[src/rtl/pc_sequencer_if.sv]
// Fetch/execute handshake bundle between the PC sequencer and its environment.
// The sequencer is the fetch master; instruction memory and execute stage form the slave side.
interface pc_sequencer_if;
    logic        imem_req;
    logic [31:0] imem_addr;
    logic        imem_ready;
    logic        ex_done;
    logic        stall;

    modport master (
        output imem_req,
        output imem_addr,
        input  imem_ready,
        input  ex_done,
        input  stall
    );

    modport slave (
        input  imem_req,
        input  imem_addr,
        output imem_ready,
        output ex_done,
        output stall
    );
endinterface

[src/rtl/pc_sequencer.sv]
// Program-counter sequencer: owns the PC, runs the BOOT/FETCH/EXEC handshake, computes next PC.
// Optional feature macro MISALIGN_TRAP_EN: misaligned taken targets trap to TRAP_VEC instead of being aligned.
module pc_sequencer #(
    parameter logic [31:0] RESET_PC = 32'h0000_0000
`ifdef MISALIGN_TRAP_EN
    ,
    parameter logic [31:0] TRAP_VEC = 32'h0000_0100
`endif
) (
    input  logic                  clk,
    input  logic                  rst,
    pc_sequencer_if.master        bus,
    input  logic                  i_take_branch,
    input  logic                  i_is_jalr,
    input  logic [31:0]           i_imm,
    input  logic [31:0]           i_rs1_val,
    output logic [31:0]           o_pc,
    output logic [31:0]           o_pc_plus4,
    output logic                  o_redirect,
    output logic [31:0]           o_br_taken_cnt,
    output logic                  o_trap,
    output logic [31:0]           o_trap_addr
);

    typedef enum logic [1:0] {
        ST_BOOT  = 2'd0,
        ST_FETCH = 2'd1,
        ST_EXEC  = 2'd2
    } state_t;

    state_t      r_state;
    state_t      w_state_nxt;
    logic        r_imem_req;
    logic        w_imem_req_nxt;
    logic [31:0] r_pc;
    logic        r_redirect;
    logic [31:0] r_br_taken_cnt;
    logic        w_advance;
    logic        w_taken;
    logic [31:0] w_target;
    logic [31:0] w_seq_pc;
    logic [31:0] w_next_pc;

    function automatic logic [31:0] f_jalr_target(input logic [31:0] base, input logic [31:0] ofs);
        f_jalr_target = (base + ofs) & ~32'h0000_0001;
    endfunction

    function automatic logic f_misaligned(input logic [31:0] tgt);
        f_misaligned = ((tgt & 32'h0000_0003) != 32'h0000_0000);
    endfunction

    assign w_seq_pc  = r_pc + 32'd4;
    assign w_advance = (r_state == ST_EXEC) && bus.ex_done && !bus.stall;

    // Taken-path target: JALR outranks a branch/JAL decision.
    always_comb begin
        w_taken = i_is_jalr | i_take_branch;
        if (i_is_jalr) begin
            w_target = f_jalr_target(i_rs1_val, i_imm);
        end else begin
            w_target = r_pc + i_imm;
        end
    end

`ifdef MISALIGN_TRAP_EN
    logic        w_misalign;
    logic        r_trap;
    logic [31:0] r_trap_addr;

    assign w_misalign = w_taken && f_misaligned(w_target);

    // Next PC with misaligned targets diverted to the trap vector.
    always_comb begin
        if (w_misalign) begin
            w_next_pc = TRAP_VEC;
        end else if (w_taken) begin
            w_next_pc = w_target;
        end else begin
            w_next_pc = w_seq_pc;
        end
    end

    // Trap pulse and offending address capture, aligned with the redirect slot.
    always_ff @(posedge clk or negedge rst) begin
        if (!rst) begin
            r_trap      <= 1'b0;
            r_trap_addr <= 32'h0000_0000;
        end else begin
            r_trap <= w_advance && w_misalign;
            if (w_advance && w_misalign) begin
                r_trap_addr <= w_target;
            end else begin
                r_trap_addr <= r_trap_addr;
            end
        end
    end

    assign o_trap      = r_trap;
    assign o_trap_addr = r_trap_addr;
`else
    // Next PC with taken targets silently forced to word alignment.
    always_comb begin
        if (w_taken) begin
            w_next_pc = w_target & ~32'h0000_0003;
        end else begin
            w_next_pc = w_seq_pc;
        end
    end

    assign o_trap      = 1'b0;
    assign o_trap_addr = 32'h0000_0000;
`endif

    // FSM state register.
    always_ff @(posedge clk or negedge rst) begin
        if (!rst) begin
            r_state <= ST_BOOT;
        end else begin
            r_state <= w_state_nxt;
        end
    end

    // FSM next-state logic.
    always_comb begin
        w_state_nxt = r_state;
        case (r_state)
            ST_BOOT:  w_state_nxt = ST_FETCH;
            ST_FETCH: begin
                if (bus.imem_ready) begin
                    w_state_nxt = ST_EXEC;
                end else begin
                    w_state_nxt = ST_FETCH;
                end
            end
            ST_EXEC: begin
                if (w_advance) begin
                    w_state_nxt = ST_FETCH;
                end else begin
                    w_state_nxt = ST_EXEC;
                end
            end
            default:  w_state_nxt = ST_BOOT;
        endcase
    end

    // FSM output decode, one cycle ahead so the request leaves a flop.
    always_comb begin
        w_imem_req_nxt = 1'b0;
        case (w_state_nxt)
            ST_FETCH: w_imem_req_nxt = 1'b1;
            ST_BOOT:  w_imem_req_nxt = 1'b0;
            ST_EXEC:  w_imem_req_nxt = 1'b0;
            default:  w_imem_req_nxt = 1'b0;
        endcase
    end

    // Registered fetch request.
    always_ff @(posedge clk or negedge rst) begin
        if (!rst) begin
            r_imem_req <= 1'b0;
        end else begin
            r_imem_req <= w_imem_req_nxt;
        end
    end

    // PC, redirect pulse and taken counter all update on the EXEC->FETCH edge.
    always_ff @(posedge clk or negedge rst) begin
        if (!rst) begin
            r_pc           <= RESET_PC;
            r_redirect     <= 1'b0;
            r_br_taken_cnt <= 32'h0000_0000;
        end else begin
            r_redirect <= w_advance && w_taken;
            if (w_advance) begin
                r_pc <= w_next_pc;
            end else begin
                r_pc <= r_pc;
            end
            if (w_advance && w_taken) begin
                r_br_taken_cnt <= r_br_taken_cnt + 32'd1;
            end else begin
                r_br_taken_cnt <= r_br_taken_cnt;
            end
        end
    end

    assign bus.imem_req   = r_imem_req;
    assign bus.imem_addr  = r_pc;
    assign o_pc           = r_pc;
    assign o_pc_plus4     = w_seq_pc;
    assign o_redirect     = r_redirect;
    assign o_br_taken_cnt = r_br_taken_cnt;

endmodule

[src/flat_wrapper.sv]
// flat-port wrapper written by rule: the top's interface ports become plain ports
module pc_sequencer_flat 
#(
    parameter logic [31:0] RESET_PC = 32'h0000_0000

)
  (clk, rst, i_take_branch, i_is_jalr, i_imm, i_rs1_val, o_pc, o_pc_plus4, o_redirect, o_br_taken_cnt, o_trap, o_trap_addr, bus_imem_req, bus_imem_addr, bus_imem_ready, bus_ex_done, bus_stall);
  pc_sequencer_if bus_i ();
  input  logic clk;
  input  logic rst;
  input  logic i_take_branch;
  input  logic i_is_jalr;
  input  logic [31:0] i_imm;
  input  logic [31:0] i_rs1_val;
  output logic [31:0] o_pc;
  output logic [31:0] o_pc_plus4;
  output logic o_redirect;
  output logic [31:0] o_br_taken_cnt;
  output logic o_trap;
  output logic [31:0] o_trap_addr;
  output wire logic [$bits(bus_i.imem_req)-1:0] bus_imem_req;
  output wire logic [$bits(bus_i.imem_addr)-1:0] bus_imem_addr;
  input wire logic [$bits(bus_i.imem_ready)-1:0] bus_imem_ready;
  input wire logic [$bits(bus_i.ex_done)-1:0] bus_ex_done;
  input wire logic [$bits(bus_i.stall)-1:0] bus_stall;
  assign bus_imem_req = bus_i.imem_req;
  assign bus_imem_addr = bus_i.imem_addr;
  assign bus_i.imem_ready = bus_imem_ready;
  assign bus_i.ex_done = bus_ex_done;
  assign bus_i.stall = bus_stall;
  pc_sequencer #(.RESET_PC(RESET_PC)) u_core (.clk(clk), .rst(rst), .bus(bus_i), .i_take_branch(i_take_branch), .i_is_jalr(i_is_jalr), .i_imm(i_imm), .i_rs1_val(i_rs1_val), .o_pc(o_pc), .o_pc_plus4(o_pc_plus4), .o_redirect(o_redirect), .o_br_taken_cnt(o_br_taken_cnt), .o_trap(o_trap), .o_trap_addr(o_trap_addr));
endmodule
[config.mk]
export PLATFORM = sky130hd
export DESIGN_NAME = pc_sequencer_flat
export DESIGN_NICKNAME = d
export VERILOG_FILES = /design/src/rtl/pc_sequencer_if.sv /design/src/rtl/pc_sequencer.sv /design/src/flat_wrapper.sv
export SDC_FILE = /design/constraint.sdc
export NUM_CORES = 1
export LEC_CHECK = 0
export ABC_AREA = 1
export CAP_MARGIN = 15
export CORE_MARGIN = 2
export CORE_UTILIZATION = 35
export CTS_CLUSTER_DIAMETER = 200
export CTS_CLUSTER_SIZE = 28
export DETAILED_ROUTE_END_ITERATION = 6
export PLACE_DENSITY = 0.59
export REMOVE_ABC_BUFFERS = 1
export SETUP_SLACK_MARGIN = 0.3
export SYNTH_ARGS = -nofsm -noshare
export SYNTH_HDL_FRONTEND = slang
export SYNTH_SLANG_ARGS = --single-unit
[constraint.sdc]
create_clock -name clk -period 5.9 [get_ports clk]
set_clock_uncertainty 0.2 [all_clocks]
set_input_delay 0.59 -clock clk [delete_from_list [all_inputs] [get_ports clk]]
set_output_delay 0.59 -clock clk [all_outputs]
set_load 0.01 [all_outputs]
==> results.py <==
metrics = {
    "run_status": {
        "status": "finished clean",
    },
    "power": {
        "ir_drop_uv": 171,
        "power.static_leakage_nw": 6.34,
        "powerDensity_nw_per_um2": 351,
    },
    "global_route": {
        "grt_pass1_vias": 9689,
        "grt_max_degree": 67,
        "antenna_found_initial": 1,
        "grt_usage": 0.247,
        "grt_overflow": 0,
        "grt_pass1_wl_um": 53600,
    },
    "placement": {
        "gp_congestion": 0.938,
        "dp_hpwl_um": 28900,
        "port_buffers": 194,
        "placed_area_um2": 11200,
    },
    "critical_path": {
        "cp_max_fo": 6,
        "worstPathRequired_ps": 5110,
        "cp-start-kind": "register",
        "arrival_ps": 2920,
        "ff2ff_path_depth": 8,
        "critPathCaptureType": "primary output",
        "crit_type": "register to primary output",
    },
    "routing": {
        "antenna_left": 0,
        "highest_layer": "met5",
        "drt_iter0_drc": 779,
        "dr.pass1.iters": 5,
        "drc_errors": 0,
        "wl_per_cell_um": 16.4,
        "dr_wl_met2_um": 15900,
        "routedLengthMet1_um": 16100,
        "num_vias": 10257,
        "vias_per_cell": 4.85,
        "wl_um": 34700,
        "dr_wl_met3_um": 1870,
    },
    "floorplanning": {
        "row_count": 59,
        "die_x_um": 167,
        "io_pins": 234,
        "start_util": 0.356,
        "die_area_um2": 27800,
        "die_height_um": 167,
        "core_area_um2": 26100,
    },
    "cts": {
        "clk_pin_slew_ps": 60,
        "clkLatencyLatePin_ps": 350,
        "cts.sinks": 66,
        "cts_hold_buf": 0,
        "postCtsSetupRepairBufs": 0,
        "clock_path_buffers": 2,
        "cts_buffers": 9,
        "root_buffer": "clkbuf_16",
        "h-tree-depth": 3,
        "post_cts_resized": 0,
        "cts_tree": "yes",
    },
    "timing": {
        "rsz0062_at_grt": "no",
        "period_minus_slack_ps": 3710,
        "tns_ps": 0,
        "slew_headroom": 0.310,
        "hold_viol_final": 0,
        "worst_pin_slew_ps": 1030,
        "period_share": 0.628,
        "fmax_ghz": 0.270,
        "setup_violations": 0,
        "slew_viol_final": 0,
    },
    "logic_synthesis": {
        "async_reset_ff_frac": 1.00,
        "synth_flop_cell": "dfrtp_1",
        "synth_cells": 1616,
        "synth_edf_count": 0,
        "seq_area_frac_synth": 0.178,
        "netlist_area_um2": 9270,
        "synth.avg_cell_area_um2": 5.74,
        "yosys_register_bits": 66,
        "yosys_warnings": 0,
        "ys_types": 50,
    },
    "cells_and_area": {
        "layout_common_cells": "nand2_1, inv_1, clkdlybuf4s50_1",
        "num_antenna_cells": 0,
        "drive_above_1_share": 0.0320,
        "final_common_cell": "nand2_1",
        "nNetsFinal": 1908,
        "syn2layout_area_growth_pct": 24.1,
        "postLayoutCellArea_um2": 11500,
    },
    "min_path": {
        "hold_class": "primary input to async pin",
    },
    "run": {
        "max_cap_violations": 0,
    },
}
[path summary, 6_finish.rpt]
kind                                                      from                                     to  slack, ps
max                        u_core.bus.imem_addr[3]$_DFFE_PN0P_                         o_pc_plus4[10]       2190
min                                                        rst  u_core.o_br_taken_cnt[10]$_DFFE_PN0P_        240
max reg2reg                        u_core.r_state[1]$_DFF_PN0_   u_core.bus.imem_addr[17]$_DFFE_PN0P_       2990
min reg2reg                        u_core.r_state[1]$_DFF_PN0_            u_core.r_state[1]$_DFF_PN0_        250
max in group asynchronous                                  rst    u_core.bus.imem_addr[2]$_DFFE_PN0P_       4630
min in group clk                   u_core.r_state[1]$_DFF_PN0_            u_core.r_state[1]$_DFF_PN0_        250
[report_power, final]
| part | total (mW) | internal (mW) | switching (mW) | leakage, nW |
|---|---|---|---|---|
| clock network | 0.567 | 0.331 | 0.236 | 0.146 |
| logic | 2.61 | 1.12 | 1.50 | 5.34 |
| registers | 0.860 | 0.568 | 0.291 | 0.845 |
| total | 4.04 | 2.02 | 2.02 | 6.34 |
[per-stage QoR]
step	utilization	instances	total power, mW	worst slack [ps]	hold WS [ps]
final	0.442	2116	4.04	2190	236
after CTS	0.442	2116	4.03	2230	253
after floorplan	-	1568	2.24	3450	94.4
after detailed placement	0.430	2100	3.45	2410	246
after global placement	0.430	2100	3.44	2460	229
after global routing	0.442	2116	4.36	2140	273
[per-layer routing]
layer	up-vias	GRT usage
met5	-	0
met2	283	0.406
met4	2	0.0716
met1	4693	0.336
li1	5235	-
met3	44	0.0354
[state kept, by name, summed over array words and instances (netlist names)]
register / flops
u_core.bus.imem_req: 1
u_core.bus.imem_addr: 30
u_core.r_state: 2
u_core.o_br_taken_cnt: 32
u_core.o_redirect: 1
[worst max-delay path: stages (launching register included)]
cell             delay [ps]
dfrtp_1                 470
ha_1                    260
inv_1                   110
nor3_4                  300
inv_1                    90
nor3_2                  390
xor2_1                  310
clkdlybuf4s50_1         620
[cells in the mapped netlist, types with 2 or more instances]
| cell type | instances | share of area |
|---|---|---|
| buf_4 | 69 | 0.056 |
| nor2_1 | 115 | 0.047 |
| ha_1 | 61 | 0.082 |
| inv_2 | 2 | 0.00081 |
| and2_1 | 3 | 0.0020 |
| dfrtp_1 | 66 | 0.18 |
| xnor2_1 | 14 | 0.013 |
| clkbuf_1 | 10 | 0.0040 |
| nor3_1 | 21 | 0.011 |
| nor4_1 | 9 | 0.0061 |
| nand3b_1 | 10 | 0.0081 |
| or2_2 | 6 | 0.0040 |
| o211ai_1 | 3 | 0.0024 |
| o2111ai_1 | 2 | 0.0019 |
| o22ai_1 | 3 | 0.0020 |
| o21ai_1 | 3 | 0.0016 |
| a21oi_1 | 54 | 0.029 |
| nand4_1 | 29 | 0.020 |
| buf_2 | 6 | 0.0032 |
| nand2_1 | 592 | 0.24 |
| a21o_1 | 2 | 0.0016 |
| nor2_2 | 3 | 0.0020 |
| nor3_2 | 4 | 0.0043 |
| xor2_1 | 43 | 0.041 |
| nor2_4 | 5 | 0.0061 |
| o21ai_0 | 35 | 0.019 |
| nand2_2 | 8 | 0.0054 |
| nand3_1 | 121 | 0.065 |
| o21bai_1 | 7 | 0.0057 |
| nand3_2 | 2 | 0.0022 |
| or2_1 | 3 | 0.0020 |
| inv_1 | 287 | 0.12 |
[logic make-up after synthesis]
logic type / Yosys count / share of synthesized area
AOI/OAI and AO/OA: 114 / 0.0675
xor gates and xnor gates: 58 / 0.0556
adders and majority gates: 61 / 0.0823
buffers and inverters: 376 / 0.181
DFF: 66 / 0.178
other: 1 / 0.000404
and+or+nand+nor: 940 / 0.435
[area by class of cell]
| cell class | count | area [um2] |
|---|---|---|
| clock buffer | 9 | 225 |
| timing repair buffer | 197 | 1960 |
| tap | 335 | 419 |
| clock inverter | 7 | 77.6 |
| fill | 2852 | 14600 |
| inverter | 290 | 1090 |
| multi-input combinational | 1212 | 6080 |
| sequential | 66 | 1650 |
Power figures use the tool's default switching activity.
